===== src/rtl/tamagotchi_tx_scheduler.sv =====
// Arbitrates the UART TX byte stream between periodic stat reports and command acks.
// Whole frames are latched at frame start and streamed over a valid/ready handshake.
module tamagotchi_tx_scheduler #(
    parameter logic [7:0] REPORT_PERIOD = 8'd5,
    parameter logic [7:0] REPORT_HDR    = 8'hA5,
    parameter logic [7:0] ACK_HDR       = 8'h5A
) (
    input  logic       clk,
    input  logic       rst_n,
    input  logic       second,
    input  logic [4:0] hunger,
    input  logic [4:0] happiness,
    input  logic [4:0] hygiene,
    input  logic [4:0] energy,
    input  logic [4:0] social,
    input  logic       is_sleeping,
    input  logic       cmd_valid,
    input  logic [7:0] cmd_byte,
    output logic       cmd_ready,
    output logic [7:0] tx_data,
    output logic       tx_valid,
    input  logic       tx_ready,
    output logic       busy,
    output logic [3:0] dropped
);

    typedef enum logic [1:0] {IDLE, REPORT, ACK} state_e;

    state_e          state_q, state_d;
    logic [2:0]      idx_q, idx_d;
    logic [7:0]      cnt_q, cnt_d;
    logic            pend_q, pend_d;
    logic            last_ack_q, last_ack_d;
    logic [3:0]      drop_q, drop_d;
    logic [7:0][7:0] frame_q, frame_d;

    logic       trig, take_ack, take_rep, xfer;
    logic [2:0] last_idx;
    logic [7:0] rep_cs;

    assign trig     = second && (cnt_q == REPORT_PERIOD - 8'd1);
    assign take_ack = (state_q == IDLE) && cmd_valid && (!pend_q || !last_ack_q);
    assign take_rep = (state_q == IDLE) && !take_ack && pend_q;
    assign xfer     = tx_valid && tx_ready;
    assign last_idx = (state_q == REPORT) ? 3'd7 : 3'd2;
    assign rep_cs   = REPORT_HDR ^ {3'b0, hunger} ^ {3'b0, happiness} ^ {3'b0, hygiene}
                    ^ {3'b0, energy} ^ {3'b0, social} ^ {7'b0, is_sleeping};

    assign tx_valid  = (state_q != IDLE);
    assign busy      = (state_q != IDLE);
    assign cmd_ready = rst_n && (state_q == IDLE);
    assign tx_data   = tx_valid ? frame_q[idx_q] : 8'h00;
    assign dropped   = drop_q;

    always_comb begin
        state_d    = state_q;
        idx_d      = idx_q;
        cnt_d      = cnt_q;
        pend_d     = pend_q;
        last_ack_d = last_ack_q;
        drop_d     = drop_q;
        frame_d    = frame_q;

        if (second) cnt_d = trig ? 8'd0 : cnt_q + 8'd1;

        case (state_q)
            IDLE: begin
                if (take_ack) begin
                    state_d    = ACK;
                    idx_d      = 3'd0;
                    last_ack_d = 1'b1;
                    frame_d[0] = ACK_HDR;
                    frame_d[1] = cmd_byte;
                    frame_d[2] = ACK_HDR ^ cmd_byte;
                end else if (take_rep) begin
                    state_d    = REPORT;
                    idx_d      = 3'd0;
                    last_ack_d = 1'b0;
                    frame_d[0] = REPORT_HDR;
                    frame_d[1] = {3'b0, hunger};
                    frame_d[2] = {3'b0, happiness};
                    frame_d[3] = {3'b0, hygiene};
                    frame_d[4] = {3'b0, energy};
                    frame_d[5] = {3'b0, social};
                    frame_d[6] = {7'b0, is_sleeping};
                    frame_d[7] = rep_cs;
                end
            end
            default: begin
                if (xfer) begin
                    if (idx_q == last_idx) state_d = IDLE;
                    else                   idx_d   = idx_q + 3'd1;
                end
            end
        endcase

        // A trigger coinciding with report entry re-arms pending without counting a drop.
        if (take_rep) begin
            pend_d = trig;
        end else if (trig) begin
            pend_d = 1'b1;
            if (pend_q && drop_q != 4'hF) drop_d = drop_q + 4'd1;
        end
    end

    always_ff @(posedge clk or negedge rst_n) begin
        if (!rst_n) begin
            state_q    <= IDLE;
            idx_q      <= 3'd0;
            cnt_q      <= 8'd0;
            pend_q     <= 1'b0;
            last_ack_q <= 1'b0;
            drop_q     <= 4'd0;
            frame_q    <= '0;
        end else begin
            state_q    <= state_d;
            idx_q      <= idx_d;
            cnt_q      <= cnt_d;
            pend_q     <= pend_d;
            last_ack_q <= last_ack_d;
            drop_q     <= drop_d;
            frame_q    <= frame_d;
        end
    end

endmodule


===== config.mk =====
export PLATFORM = sky130hd
export DESIGN_NAME = tamagotchi_tx_scheduler
export DESIGN_NICKNAME = d
export VERILOG_FILES = /design/src/rtl/tamagotchi_tx_scheduler.sv
export SDC_FILE = /design/constraint.sdc
export NUM_CORES = 1
export LEC_CHECK = 0
export ABC_AREA = 0
export BUFFER_PORTS_ARGS = -buffer_cell sky130_fd_sc_hd__buf_4
export CAP_MARGIN = 20
export CORE_MARGIN = 3
export CORE_UTILIZATION = 55
export CTS_BUF_LIST = sky130_fd_sc_hd__clkbuf_8
export DETAILED_ROUTE_END_ITERATION = 10
export PLACE_DENSITY = 0.8
export SLEW_MARGIN = 15
export SYNTH_ARGS = -nofsm -noshare
export SYNTH_HDL_FRONTEND = slang
export SYNTH_SLANG_ARGS = --single-unit

===== constraint.sdc =====
create_clock -name clk -period 4.1 [get_ports clk]
set_input_delay 0.82 -clock clk [delete_from_list [all_inputs] [get_ports clk]]
set_output_delay 0.82 -clock clk [all_outputs]
set_load 0.01 [all_outputs]

==> flow_summary_export.csv <==
group,metric,value,unit
outcome,outcome,"completed",
timing,rsz0062_at_grt,"no",
route,drc,0,
logic_synthesis,yosysSeqAreaShare,0.472,
clocking,clock_latency,0.31,ns
critical_path,cp.buffers_inverters,1,
clocking,clockBufferDepth,2,
grt,grt_max_degree,57,
die,rows,26,
timing,finalHoldViolCount,0,
clocking,cts.sinks,56,
placement,gp_congestion,0.844,
timing,setup_tns,0,ns
timing,period_share,0.761,
clocking,cts_tree,"built",
power_and_ir_drop,max-vdd-ir-drop,0.000320,V
critical_path,crit_family,"flip-flops",
hold_path,hold_path_class,"reg2reg",
critical_path,worst-path-stages,4,
grt,grt_pass1_wl,10400,um
clocking,post_cts_buffers,0,
critical_path,cpPeakStageDelay,0.84,ns
logic_synthesis,synth_ff_type,"dfrtp_1",
clocking,path_clk_slew,0.10,ns
critical_path,crit_path_end_kind,"output pin",
logic_synthesis,synth_cell_types,45,
clocking,hold_buffers,0,
placement,io_buffers,53,
clocking,root_buffer,"clkbuf_8",
grt,grt.overflow.total,0,
critical_path,reg2reg_depth,4,
logic_synthesis,synth-seq-cells,56,
timing,setup_viol,0,
logic_synthesis,synth_area_per_cell,10.6,um2
critical_path,reg2reg_from,"state_q[1]",
power_and_ir_drop,powerDensity,678,mW/mm2
layout,drive_gt1_frac,0.303,
route,via_per_inst,5.61,
logic_synthesis,synth_edf_count,0,
critical_path,critPathLaunchType,"flip-flop",
grt,first_global_vias,2273,
die,die-area,0.00632,mm2
logic_synthesis,yosysWarnings,0,
layout,area_growth,17.2,%
power_and_ir_drop,leakage,1.62,nW
route,wl_per_cell,15.5,um
route,firstDrtPassIters,4,
layout,instances_no_fill,397,
route,vias,2229,
die,die_x,79.5,um
layout,num_antenna_cells,0,
die,die_h,79.5,um
die,io_pins,54,
placement,place_inst,390,
critical_path,crit_arrival,2.30,ns
logic_synthesis,synthArstFlopShare,1.00,
critical_path,path_max_fanout,19,
grt,antenna_found_initial,0,
timing,final_max_slew_viol_count,0,
placement,hpwl,4580,um
critical_path,crit_chain,"nor2b_1, a22oi_1, a211oi_1, buf_4",
critical_path,timing.rr.end,"frame_q[25]",
job,cap_viol_max_count,0,
critical_path,required,3.28,ns
clocking,htree_levels,2,
critical_path,cp-endpoint,"tx_data[3]",
clocking,ctsResizeCount,0,
logic_synthesis,synth_cells,279,
critical_path,worstSetupPathType,"reg2out",
critical_path,cp_slowest_cell,"dfrtp_1",
timing,worstMarginPinSlew,0.868,ns
die,start_util,0.574,
grt,grt_usage,0.209,
timing,fmax,320,MHz
critical_path,r2r_slack,1.52,ns
route,ant_nets,0,
critical_path,startpoint,"idx_q[1]",
die,core_region_area,0.00517,mm2
timing,relSlewSlack,0.419,
clocking,numCtsBuffers,5,
layout,fillers,405,
timing,skew,0.0106,ns
layout,layout.nets,370,
route,drt_iter0_drc,174,
route,wl,6160,um
logic_synthesis,syn-num-nets,322,
timing,period_needed,3.12,ns
logic_synthesis,syn_area,0.00297,mm2
==> Yosys cell counts (2+ instances only) <==
library cell	instances	share of area
a211oi_1	6	0.015
a21boi_0	2	0.0051
a21oi_1	8	0.013
a221oi_1	4	0.012
a22o_1	3	0.0089
a22oi_1	10	0.025
and3_1	2	0.0042
buf_2	11	0.019
clkbuf_1	3	0.0038
dfrtp_1	56	0.47
ha_1	4	0.017
inv_1	7	0.0089
mux2_2	27	0.10
mux2i_1	2	0.0067
nand2_1	29	0.037
nand2b_1	2	0.0042
nand3_1	8	0.013
nand3b_1	3	0.0076
nand4_1	2	0.0042
nor2_1	14	0.018
nor2b_1	2	0.0042
nor3_1	2	0.0034
o21ai_0	19	0.032
o22ai_1	4	0.0084
xnor2_1	18	0.053
xor2_1	12	0.035
==> cell type report <==
cell class / count / area, um2 / area share
Tap cell: 70 / 87.6 / 0.0252
Sequential cell: 56 / 1400 / 0.403
Clock inverter: 2 / 8.76 / 0.00252
Timing Repair Buffer: 56 / 420 / 0.121
Inverter: 9 / 33.8 / 0.00971
Clock buffer: 5 / 68.8 / 0.0198
Multi-Input combinational cell: 199 / 1460 / 0.419
==> routing by layer <==
layer | GRT usage | routed length [um]
met5 | 0 | 0
met4 | 0.0567 | 25
met3 | 0.0508 | 383
met2 | 0.336 | 2940
met1 | 0.284 | 2810
==> worst register-to-register path, stage by stage (launching register included) <==
cell,delay [ns]
dfrtp_1,0.46
nor2_1,0.69
nand3b_1,0.60
buf_4,0.41
mux2_2,0.30
==> where the power goes <==
group	internal, W	switching [W]	total (W)	leakage, nW
registers	0.000790	0.000242	0.00103	0.701
logic	0.000544	0.000507	0.00105	0.871
clock network	0.000114	0.000165	0.000279	0.0452
==> layout by cell type, fill, tap and decap left out, types with 3 or more instances in the layout <==
cell,netlist,final
nor2_1,14,14
a22oi_1,10,10
mux2_2,27,27
xor2_1,12,12
a211oi_1,6,6
ha_1,4,4
nand3_1,8,8
nand2_1,29,29
a21oi_1,8,8
a221oi_1,4,4
dfrtp_1,56,56
o22ai_1,4,4
buf_4,1,56
a22o_1,3,3
clkbuf_8,0,5
o21ai_0,19,19
xnor2_1,18,18
nand3b_1,3,3
inv_1,7,8
==> metrics by stage <==
stage / util / worst slack, ns / cell area (um2) / hold WS, ns / total power, W
2_1_floorplan: - / 1.83 / 2970 / 0.435 / 0.00173
3_3_place_gp: 0.658 / 1.45 / 3400 / 0.456 / 0.00205
3_5_place_dp: 0.658 / 1.32 / 3400 / 0.455 / 0.00209
4_1_cts: 0.673 / 0.988 / 3480 / 0.480 / 0.00237
5_1_grt: 0.673 / 0.769 / 3480 / 0.502 / 0.00256
6_report: 0.673 / 0.979 / 3480 / 0.478 / 0.00236
==> sequential cells by signal, indices dropped and copies added, names as in the netlist <==
signal / flops
frame_q: 38
idx_q: 3
state_q: 2
pend_q: 1
cnt_q: 8
dropped: 4
==> worst min path at each step <==
stage               slack, ns  cells past startpoint   startpoint          end
floorplan                0.44                      1  frame_q[61]  frame_q[61]
detailed placement       0.45                      1  frame_q[61]  frame_q[61]
finish                   0.48                      1     cnt_q[7]     cnt_q[7]
CTS                      0.48                      1     cnt_q[7]     cnt_q[7]
global route             0.50                      1     cnt_q[7]     cnt_q[7]
global placement         0.46                      1  frame_q[61]  frame_q[61]
==> logic make-up (layout without fill, tap and decap cells) <==
group	Yosys count	after routing	synth area share
xor gates and xnor gates	30	30	0.0885
buffers and inverters	24	72	0.0362
AOI/OAI and AO/OA	64	64	0.142
and+or+nand+nor	70	70	0.124
muxes	31	31	0.121
adders and majority gates	4	4	0.0169
DFF	56	56	0.472
Note: power is estimated with default switching activity, not from simulation.
